### src/rtl/lcd_win_pkg.sv
// Shared constants, FSM state type and origin helper for lcd_win_ctrl.
// Optional feature macro: LCD_WIN_MIRROR_EN.
package lcd_win_pkg;

    localparam logic [2:0] CMD_REFLASH = 3'd0;
    localparam logic [2:0] CMD_LOAD    = 3'd1;
    localparam logic [2:0] CMD_RIGHT   = 3'd2;
    localparam logic [2:0] CMD_LEFT    = 3'd3;
    localparam logic [2:0] CMD_UP      = 3'd4;
    localparam logic [2:0] CMD_DOWN    = 3'd5;
    localparam logic [2:0] CMD_MIRROR  = 3'd6;
    localparam logic [2:0] CMD_CLEAR   = 3'd7;

    typedef enum logic [1:0] {
        S_IDLE,
        S_LOAD,
        S_EXEC,
        S_OUT
    } state_t;

    function automatic int default_origin(input int img, input int win);
        return (img - win + 1) / 2;
    endfunction

endpackage

### src/rtl/lcd_win_addr_gen.sv
// Window beat counter and mirror-aware pixel address generator.
// Mirror input is tied low unless LCD_WIN_MIRROR_EN is defined.
module lcd_win_addr_gen
    import lcd_win_pkg::*;
#(
    parameter int IMG_W = 6,
    parameter int WIN_W = 3,
    parameter int WIN_H = 3,
    parameter int AW    = 6
) (
    input  logic          clk,
    input  logic          reset,
    input  logic          en,
    input  logic          mirror,
    input  logic [AW-1:0] x,
    input  logic [AW-1:0] y,
    output logic [AW-1:0] addr,
    output logic          last
);

    localparam int CW = $clog2(WIN_W + 1);
    localparam int RW = $clog2(WIN_H + 1);

    logic [CW-1:0] col;
    logic [RW-1:0] row;
    logic          col_end;
    logic [AW-1:0] col_off;
    logic [AW-1:0] row_base;

    assign col_end  = (col == CW'(WIN_W - 1));
    assign last     = col_end && (row == RW'(WIN_H - 1));
    assign col_off  = mirror ? AW'(WIN_W - 1) - AW'(col) : AW'(col);
    assign row_base = (y + AW'(row)) * AW'(IMG_W);
    assign addr     = row_base + x + col_off;

    always_ff @(posedge clk or negedge reset) begin
        if (!reset) begin
            col <= '0;
            row <= '0;
        end else if (en) begin
            if (col_end) begin
                col <= '0;
                row <= last ? '0 : row + 1'b1;
            end else begin
                col <= col + 1'b1;
            end
        end
    end

endmodule

### src/rtl/lcd_win_ctrl.sv
// Window-scan LCD controller: pixel store, origin registers and command FSM.
// Define LCD_WIN_MIRROR_EN to enable the horizontal-mirror command.
module lcd_win_ctrl
    import lcd_win_pkg::*;
#(
    parameter int DW    = 8,
    parameter int IMG_W = 6,
    parameter int IMG_H = 6,
    parameter int WIN_W = 3,
    parameter int WIN_H = 3
) (
    input  logic          clk,
    input  logic          reset,
    input  logic [DW-1:0] datain,
    input  logic [2:0]    cmd,
    input  logic          cmd_valid,
    output logic [DW-1:0] dataout,
    output logic          output_valid,
    output logic          busy
);

    localparam int N  = IMG_W * IMG_H;
    localparam int AW = $clog2(N);
    localparam logic [AW-1:0] X0   = AW'(default_origin(IMG_W, WIN_W));
    localparam logic [AW-1:0] Y0   = AW'(default_origin(IMG_H, WIN_H));
    localparam logic [AW-1:0] XMAX = AW'(IMG_W - WIN_W);
    localparam logic [AW-1:0] YMAX = AW'(IMG_H - WIN_H);

    logic [DW-1:0] mem [N];
    state_t        state;
    logic [2:0]    op;
    logic [AW-1:0] x;
    logic [AW-1:0] y;
    logic [AW-1:0] ld_idx;
    logic [AW-1:0] addr;
    logic          last;
    logic          mirror;

    lcd_win_addr_gen #(
        .IMG_W (IMG_W),
        .WIN_W (WIN_W),
        .WIN_H (WIN_H),
        .AW    (AW)
    ) u_addr (
        .clk    (clk),
        .reset  (reset),
        .en     (state == S_OUT),
        .mirror (mirror),
        .x      (x),
        .y      (y),
        .addr   (addr),
        .last   (last)
    );

    // Pixel store is deliberately not reset.
    always_ff @(posedge clk) begin
        if (state == S_LOAD) begin
            mem[ld_idx] <= datain;
        end else if (state == S_EXEC && op == CMD_CLEAR) begin
            for (int i = 0; i < N; i++) mem[i] <= '0;
        end
    end

`ifndef LCD_WIN_MIRROR_EN
    assign mirror = 1'b0;
`endif

    always_ff @(posedge clk or negedge reset) begin
        if (!reset) begin
            state        <= S_IDLE;
            op           <= CMD_REFLASH;
            x            <= X0;
            y            <= Y0;
            ld_idx       <= '0;
            dataout      <= '0;
            output_valid <= 1'b0;
            busy         <= 1'b0;
`ifdef LCD_WIN_MIRROR_EN
            mirror       <= 1'b0;
`endif
        end else begin
            unique case (state)
                S_IDLE: begin
                    output_valid <= 1'b0;
                    if (cmd_valid && !busy) begin
                        busy <= 1'b1;
                        op   <= cmd;
                        if (cmd == CMD_LOAD) begin
                            state  <= S_LOAD;
                            ld_idx <= '0;
                            x      <= X0;
                            y      <= Y0;
`ifdef LCD_WIN_MIRROR_EN
                            mirror <= 1'b0;
`endif
                        end else begin
                            state <= S_EXEC;
                        end
                    end else begin
                        busy <= 1'b0;
                    end
                end
                S_LOAD: begin
                    ld_idx <= ld_idx + 1'b1;
                    if (ld_idx == AW'(N - 1)) state <= S_OUT;
                end
                S_EXEC: begin
                    case (op)
                        CMD_RIGHT: if (x < XMAX) x <= x + 1'b1;
                        CMD_LEFT:  if (x != '0)  x <= x - 1'b1;
                        CMD_UP:    if (y != '0)  y <= y - 1'b1;
                        CMD_DOWN:  if (y < YMAX) y <= y + 1'b1;
`ifdef LCD_WIN_MIRROR_EN
                        CMD_MIRROR: mirror <= ~mirror;
`endif
                        default: ;
                    endcase
                    state <= S_OUT;
                end
                S_OUT: begin
                    output_valid <= 1'b1;
                    dataout      <= mem[addr];
                    if (last) state <= S_IDLE;
                end
            endcase
        end
    end

endmodule

### config.mk
export PLATFORM = sky130hd
export DESIGN_NAME = lcd_win_ctrl
export DESIGN_NICKNAME = d
export VERILOG_FILES = /design/src/rtl/lcd_win_pkg.sv /design/src/rtl/lcd_win_addr_gen.sv /design/src/rtl/lcd_win_ctrl.sv
export SDC_FILE = /design/constraint.sdc
export NUM_CORES = 1
export LEC_CHECK = 0
export CAP_MARGIN = 15
export CELL_PAD_IN_SITES_DETAIL_PLACEMENT = 1
export CELL_PAD_IN_SITES_GLOBAL_PLACEMENT = 1
export CORE_ASPECT_RATIO = 0.9
export CORE_MARGIN = 10
export CORE_UTILIZATION = 50
export DETAILED_ROUTE_END_ITERATION = 10
export GPL_TIMING_DRIVEN = 0
export MAX_ROUTING_LAYER = met4
export PLACE_DENSITY_LB_ADDON = 0.1
export SYNTH_ARGS = -nofsm -noshare
export SYNTH_HDL_FRONTEND = slang
export SYNTH_HIERARCHICAL = 1
export SYNTH_SLANG_ARGS = --single-unit
### constraint.sdc
create_clock -name clk -period 6.5 [get_ports clk]
set_input_delay 0.65 -clock clk [delete_from_list [all_inputs] [get_ports clk]]
set_output_delay 0.65 -clock clk [all_outputs]
set_load 0.02 [all_outputs]
Yosys cells after proc, flatten, opt, wreduce, memory -nomap -nowiden
Memory sizes are Yosys's and may differ from the RTL's. A register that Yosys moved wholly into a read port is not among the register bits.
Cells that the tools add are included.
{ "word_totals": {"ramBits": 288, "input_bits": 14, "output_inout_bits": 10, "register_bits": 29, "elab_cells": 93, "memories": 1} }
{ "classes": {"reduce_logical": 18, "n_addsub": 10, "n_mul": 1, "n_eq_ne": 22, "order_cmp": 2, "n_mux": 30} }
{ "memory_table": {"columns": ["memory", "words", "word_bits", "rd", "rd_clocked_by_memory_dff", "write_ports", "line_no", "source"], "rows": [
  ["mem", 36, 8, 1, 1, 36, "lcd_win_ctrl.sv:29", "logic [DW-1:0] mem [N];"]
]} }
{ "op_table": {"columns": ["cell", "count"], "rows": [
  ["one-hot mux 6 bit (2 select lines)", 5],
  ["2-to-1 mux 6 bit", 9],
  ["adder 6 x 1 -> 6 bit, second input constant", 3],
  ["adder 6 x 2 -> 6 bit", 2],
  ["< comparator 6 x 2 -> 1 bit, second input constant", 2],
  ["2-to-1 mux 2 bit", 6],
  ["inequality test 3 bit, second input constant", 4],
  ["AND reduction 6 bit", 2],
  ["nonzero test 6 bit", 2],
  ["subtractor 6 x 1 -> 6 bit, second input constant", 2],
  ["equality test 3 bit, second input constant", 3],
  ["equality test 2 bit, second input constant", 4],
  ["2-to-1 mux 8 bit", 1],
  ["one-hot mux 2 bit (4 select lines)", 1],
  ["OR reduction 8 bit", 1],
  ["2-to-1 mux 1 bit", 7],
  ["adder 6 bit", 1],
  ["equality test 3 x 2 -> 1 bit, second input constant", 2],
  ["equality test 6 bit, second input constant", 1],
  ["multiplier 6 x 2 -> 5 bit, second input constant", 1],
  ["inequality test 2 bit, second input constant", 3],
  ["inequality test 3 x 1 -> 1 bit, second input constant", 2],
  ["AND reduction 3 bit", 2],
  ["nonzero test 2 bit", 3],
  ["other kinds (9)", 14]
]} }

Logic depth before layout (Yosys ltp)
{ "depth": {"depth_word": 7, "mapped_depth": 21, "depth_no_buf": 19} }

Modules after synthesis
The synthesis kept the hierarchy.
{ "by_module_without_submodules": {"columns": ["mod", "seq_area_each_um2", "n_inst", "cells_each", "area_per_inst_um2"], "rows": [
  ["lcd_win_ctrl", 13320.3, 1, 2021, 23333.6],
  ["lcd_win_addr_gen", 100.1, 1, 72, 713.2]
]} }

Worst setup path after synthesis
OpenSTA, ideal clock, no wires.
{ "synth_path": {"kind": "flip-flop to flip-flop", "from": "register y[1]", "to": "register dataout[0] (read register of mem)", "required_time_ns": 6.431, "stages_incl_launch_ff": 18, "setup_time_ns": 0.069, "path_slack_ns": 1.755, "arrival_time_ns": 4.676, "path_cell_list": "dfstp_2 -> inv_1 -> fa_1 -> xnor2_1 -> inv_1 -> fa_1 -> inv_1 -> fa_1 -> ha_1 -> a21o_1 -> a21oi_1 -> xnor3_1 -> clkbuf_1 -> nor3b_1 -> a22oi_1 -> nand3_1 -> nand2_1 -> nand3_1"} }
{ "synth_via": {"elab_chain_len": 4} }
{ "synth_lines": {"columns": ["item", "line_no", "source"], "rows": [
  ["start: declaration", "lcd_win_ctrl.sv:33", "logic [AW-1:0] y;"],
  ["start signal: assignment", "lcd_win_ctrl.sv:111", "CMD_UP: if (y != '0) y <= y - 1'b1;"],
  ["start signal: assignment", "lcd_win_ctrl.sv:112", "CMD_DOWN: if (y < YMAX) y <= y + 1'b1;"],
  ["adder 6 x 2 -> 6 bit", "lcd_win_addr_gen.sv:33", "assign row_base = (y + AW'(row)) * AW'(IMG_W);"],
  ["multiplier 6 x 2 -> 5 bit", "lcd_win_addr_gen.sv:33", null],
  ["adder 6 bit", "lcd_win_addr_gen.sv:34", "assign addr = row_base + x + col_off;"],
  ["adder 6 x 2 -> 6 bit", "lcd_win_addr_gen.sv:34", null],
  ["net addr[5]", "lcd_win_ctrl.sv:35", "logic [AW-1:0] addr;"],
  ["end: declaration", "lcd_win_ctrl.sv:17", "output logic [DW-1:0] dataout,"]
]} }
The timed path passes the listed nets, and every way through them passes these cells.
A chain may end at the register's enable or synchronous reset.

Final worst setup path
Same ends and word-level chain as after synthesis.

==> Implementation_results.wiki <==
{| class="wikitable"
! Metric !! Value
|-
| Outcome || complete, no violations
|-
| Crit-path cells || inv_1, fa_1, xnor2_1, inv_1, fa_1, inv_1, fa_1, ha_1, a21o_1, a21oi_1, xnor3_1, clkbuf_1, nand3_1, o22ai_1, nor3_1, o221ai_1, nand3_1
|-
| Number of port buffers || 23
|-
| Max_cap viols || 0
|-
| Fraction of the mapped netlist area in compound gates || 7.31%
|-
| Pre-antenna DRT Iters || 6
|-
| Number of remaining DRC errors || 0
|-
| Overall fraction of global-route tracks in use || 29.0%
|-
| Cell with the largest stage delay on the worst path || sky130_fd_sc_hd__xnor3_1
|-
| Number of standard cells after synthesis || 2093
|-
| Worst Path Arrival || 6530 ps
|-
| Post-synthesis share of cell area spent on xor and xnor gates || 0.734%
|-
| Number of H-tree levels || 2
|-
| Final Non-Filler Cells || 2858
|-
| Top cell type's share of synthesized area || 28.0%
|-
| Data required time of the worst path || 6980 ps
|-
| Starting utilization of the core area || 50.4%
|-
| Mux contribution to synthesized area || 16.7%
|-
| Beginning of the worst register-to-register path || y[1]$_DFFE_PN1P_
|-
| Crit path largest cell delay || 670 ps
|-
| Clock-pin transition on the worst setup and hold timing paths || 70 ps
|-
| Final-report hold violation count || 0
|-
| Global-route wire length before repair || 122000 um
|-
| Via count || 18125
|-
| CP startpoint || y[1]$_DFFE_PN1P_
|-
| Actual transition at the worst max-transition pin || 1270 ps
|-
| Cell area after layout || 0.0273 mm^2
|-
| Final weighted congestion in routability-driven placement || 0.968
|-
| Dominant combinational cell family by area after synthesis || multiplexers
|-
| Share of flip-flops with an asynchronous set or reset after synthesis || 6.74%
|-
| Crit Path Max Fanout || 10
|-
| Primary flip-flop cell chosen by synthesis mapping || sky130_fd_sc_hd__dfxtp_1
|-
| Die Wd || 251 um
|-
| Pin count of the biggest net entering global routing || 32
|-
| Number of library cell types mapped by synthesis || 60
|-
| EDFF count, synth || 224
|-
| RSZ-0062 raised after global routing || false
|-
| Antenna violation net count after detailed routing || 0
|-
| Slew Limit Headroom || 15.1%
|-
| Diodes inserted || 0
|-
| Hold Crit Class || in -> async
|-
| Average cell area after synthesis || 11.5 um^2
|-
| Row cnt || 76
|-
| Grt ovf || 0
|-
| Final-report max-slew violation count || 0
|-
| Clock latency reported for the late side of the worst-skew pair || 650 ps
|-
| Library cell used as clock root buffer || sky130_fd_sc_hd__clkbuf_16
|-
| Total negative slack for setup checks || 0 ps
|-
| Sink Count || 549
|-
| Final layout net count || 2235
|-
| Kind of launch point of the worst setup path || register
|-
| Dominant delay contributor by cell family on the critical path || adder cells
|-
| Type of the worst setup path || reg -> reg
|-
| Number of global-route vias before repair || 18955
|-
| Standard cell core area || 0.0477 mm^2
|-
| Number of synthesized register bits || 549
|-
| Post-synthesis to final-layout area growth || 13.6%
|-
| Via/cell ratio || 6.34
|-
| CP bufs+invs || 4
|-
| Maximum clock skew at final layout || 25.9 ps
|-
| Max Clk Rate || 0.165 GHz
|-
| Routed WL per cell || 28.6 um
|-
| Simple-gate portion of the synthesized area || 13.8%
|-
| Area post-placement || 0.0251 mm^2
|-
| First-iteration detailed-routing DRC count || 1906
|-
| Total length of routed wires || 81600 um
|-
| Sequential cell area fraction in the yosys report || 55.8%
|-
| Maximum buffer depth of the clock tree || 3
|-
| Most area-hungry cell type in the Yosys netlist || sky130_fd_sc_hd__edfxtp_1
|-
| Antenna violations before repair || 0
|-
| Number of CTS-inserted buffers || 57
|-
| Final Util || 57.2%
|-
| Placed insts || 2743
|-
| Crit path capture type || register
|-
| Number of primary I/O pins || 24
|-
| Area contributors post-synth || sky130_fd_sc_hd__edfxtp_1, sky130_fd_sc_hd__dfxtp_1, sky130_fd_sc_hd__mux4_2, sky130_fd_sc_hd__mux2i_1, sky130_fd_sc_hd__nand3_1
|-
| Post-Synthesis Cell Area || 0.0240 mm^2
|-
| Proportion of layout cells with a drive suffix above 1 || 14.0%
|-
| Period utilization || 93.0%
|-
| Full die area || 0.0573 mm^2
|-
| Height of the die || 228 um
|-
| Adder-cell share of the synthesized area || 2.07%
|-
| Synth Warn # || 6
|-
| DP Wirelength || 57300 um
|-
| TritonCTS clock tree || done
|-
| Final Critical Period || 6050 ps
|-
| Final Setup Violations || 0
|}
[cell type report]
class	count	area, um^2
flip-flops and latches	549	13400
repair buffers	32	428
inverters	25	93.8
clock inverters	34	452
multi-input cells	1355	9800
well taps	624	781
clock buffers	73	1590
fillers	4968	20400
plain buffers	166	749
[metrics by stage]
step	setup WS, ps	hold WS, ps
CTS	511	378
floorplan	1760	354
finish	454	392
detailed placement	572	446
global placement	229	439
global route	132	428
[cell usage after synthesis, types with 6 or more instances]
cell / number
sky130_fd_sc_hd__a21o_1: 6
sky130_fd_sc_hd__a21oi_1: 194
sky130_fd_sc_hd__a221oi_1: 16
sky130_fd_sc_hd__a22oi_1: 17
sky130_fd_sc_hd__buf_1: 11
sky130_fd_sc_hd__buf_2: 41
sky130_fd_sc_hd__buf_4: 12
sky130_fd_sc_hd__clkbuf_1: 98
sky130_fd_sc_hd__dfrtp_1: 35
sky130_fd_sc_hd__dfxtp_1: 288
sky130_fd_sc_hd__edfxtp_1: 224
sky130_fd_sc_hd__fa_1: 8
sky130_fd_sc_hd__ha_1: 27
sky130_fd_sc_hd__inv_1: 25
sky130_fd_sc_hd__mux2_2: 9
sky130_fd_sc_hd__mux2i_1: 122
sky130_fd_sc_hd__mux4_2: 120
sky130_fd_sc_hd__nand2_1: 272
sky130_fd_sc_hd__nand2b_1: 9
sky130_fd_sc_hd__nand3_1: 214
sky130_fd_sc_hd__nor2_1: 175
sky130_fd_sc_hd__nor2b_1: 16
sky130_fd_sc_hd__nor3_1: 12
sky130_fd_sc_hd__o21ai_0: 26
sky130_fd_sc_hd__o221ai_1: 8
sky130_fd_sc_hd__o22ai_1: 16
sky130_fd_sc_hd__o31ai_1: 7
sky130_fd_sc_hd__xnor2_1: 9
sky130_fd_sc_hd__xor2_1: 6
[layer usage]
metal,track usage [%],share of wire (%),vias up
li1,-,-,7791
met1,38.0,42,9334
met2,44.9,47,820
met3,4.01,7.5,180
met4,11.7,4.1,0
met5,-,0,-
[worst reg2reg max path, stage by stage (launching register included)]
cell                       delay (ps)
sky130_fd_sc_hd__dfstp_2          610
sky130_fd_sc_hd__inv_1             80
sky130_fd_sc_hd__fa_1             460
sky130_fd_sc_hd__xnor2_1          320
sky130_fd_sc_hd__inv_1            110
sky130_fd_sc_hd__fa_1             560
sky130_fd_sc_hd__inv_1             50
sky130_fd_sc_hd__fa_1             440
sky130_fd_sc_hd__ha_1             350
sky130_fd_sc_hd__a21o_1           200
sky130_fd_sc_hd__a21oi_1          180
sky130_fd_sc_hd__xnor3_1          670
sky130_fd_sc_hd__clkbuf_1         510
sky130_fd_sc_hd__nand3_1          420
sky130_fd_sc_hd__o22ai_1          460
sky130_fd_sc_hd__nor3_1           100
sky130_fd_sc_hd__o221ai_1         220
sky130_fd_sc_hd__nand3_1          160
[logic make-up after synthesis]
logic type,Yosys count
other cells,1
fa+ha+maj,35
mux,251
compound gates,304
buf+inv,191
flops,549
simple gates,745
xor+xnor,17
[sequential cells by signal, indices dropped and copies added, names as in the netlist]
| name | cells |
|---|---|
| busy | 1 |
| dataout | 8 |
| ld_idx | 6 |
| mem | 512 |
| op | 3 |
| output_valid | 1 |
| state | 2 |
| u_addr/col | 2 |
| u_addr/row | 2 |
| x | 6 |
| y | 6 |
[timing repair]
| item | 4_1_cts | 5_1_grt |
|---|---|---|
| buffers inserted | 0 | 0 |
| endpoints found under the hold margin | 5 | 0 |
| gates resized for setup | 0 | 0 |
| hold buffers | 1 | 0 |
[path summary, 6_finish.rpt]
path                                           end  slack [ps]  cells past startpoint
min in group clk           mem[25][0]$_SDFFE_PP0P_         460                      2
setup reg to reg            dataout[0]$_DFFE_PN0P_         450                     17
hold reg to reg            mem[25][0]$_SDFFE_PP0P_         460                      2
hold / removal                    x[4]$_DFFE_PN0P_         390                      2
setup / recovery            dataout[0]$_DFFE_PN0P_         450                     17
max in group asynchronous         x[1]$_DFFE_PN1P_        5570                      3
[cell usage in the layout, fill, tap and decap left out, types with 10 or more instances in the layout]
cell / instances
sky130_fd_sc_hd__clkinv_2: 10
sky130_fd_sc_hd__buf_2: 42
sky130_fd_sc_hd__mux4_2: 120
sky130_fd_sc_hd__nor3_1: 12
sky130_fd_sc_hd__dfxtp_1: 288
sky130_fd_sc_hd__a221oi_1: 16
sky130_fd_sc_hd__a21oi_1: 194
sky130_fd_sc_hd__o22ai_1: 16
sky130_fd_sc_hd__nand3_1: 214
sky130_fd_sc_hd__ha_1: 27
sky130_fd_sc_hd__clkdlybuf4s50_1: 22
sky130_fd_sc_hd__inv_1: 25
sky130_fd_sc_hd__a22oi_1: 17
sky130_fd_sc_hd__o21ai_0: 26
sky130_fd_sc_hd__nor2_1: 175
sky130_fd_sc_hd__nor2b_1: 16
sky130_fd_sc_hd__buf_1: 11
sky130_fd_sc_hd__nand2_1: 272
sky130_fd_sc_hd__dfrtp_1: 35
sky130_fd_sc_hd__edfxtp_1: 224
sky130_fd_sc_hd__mux2i_1: 122
sky130_fd_sc_hd__buf_4: 12
sky130_fd_sc_hd__clkbuf_16: 59
sky130_fd_sc_hd__clkbuf_1: 106
Power is left out: the tool's default activity adds up to more than one toggle a clock period on the data nets, which glitch-free logic cannot reach.
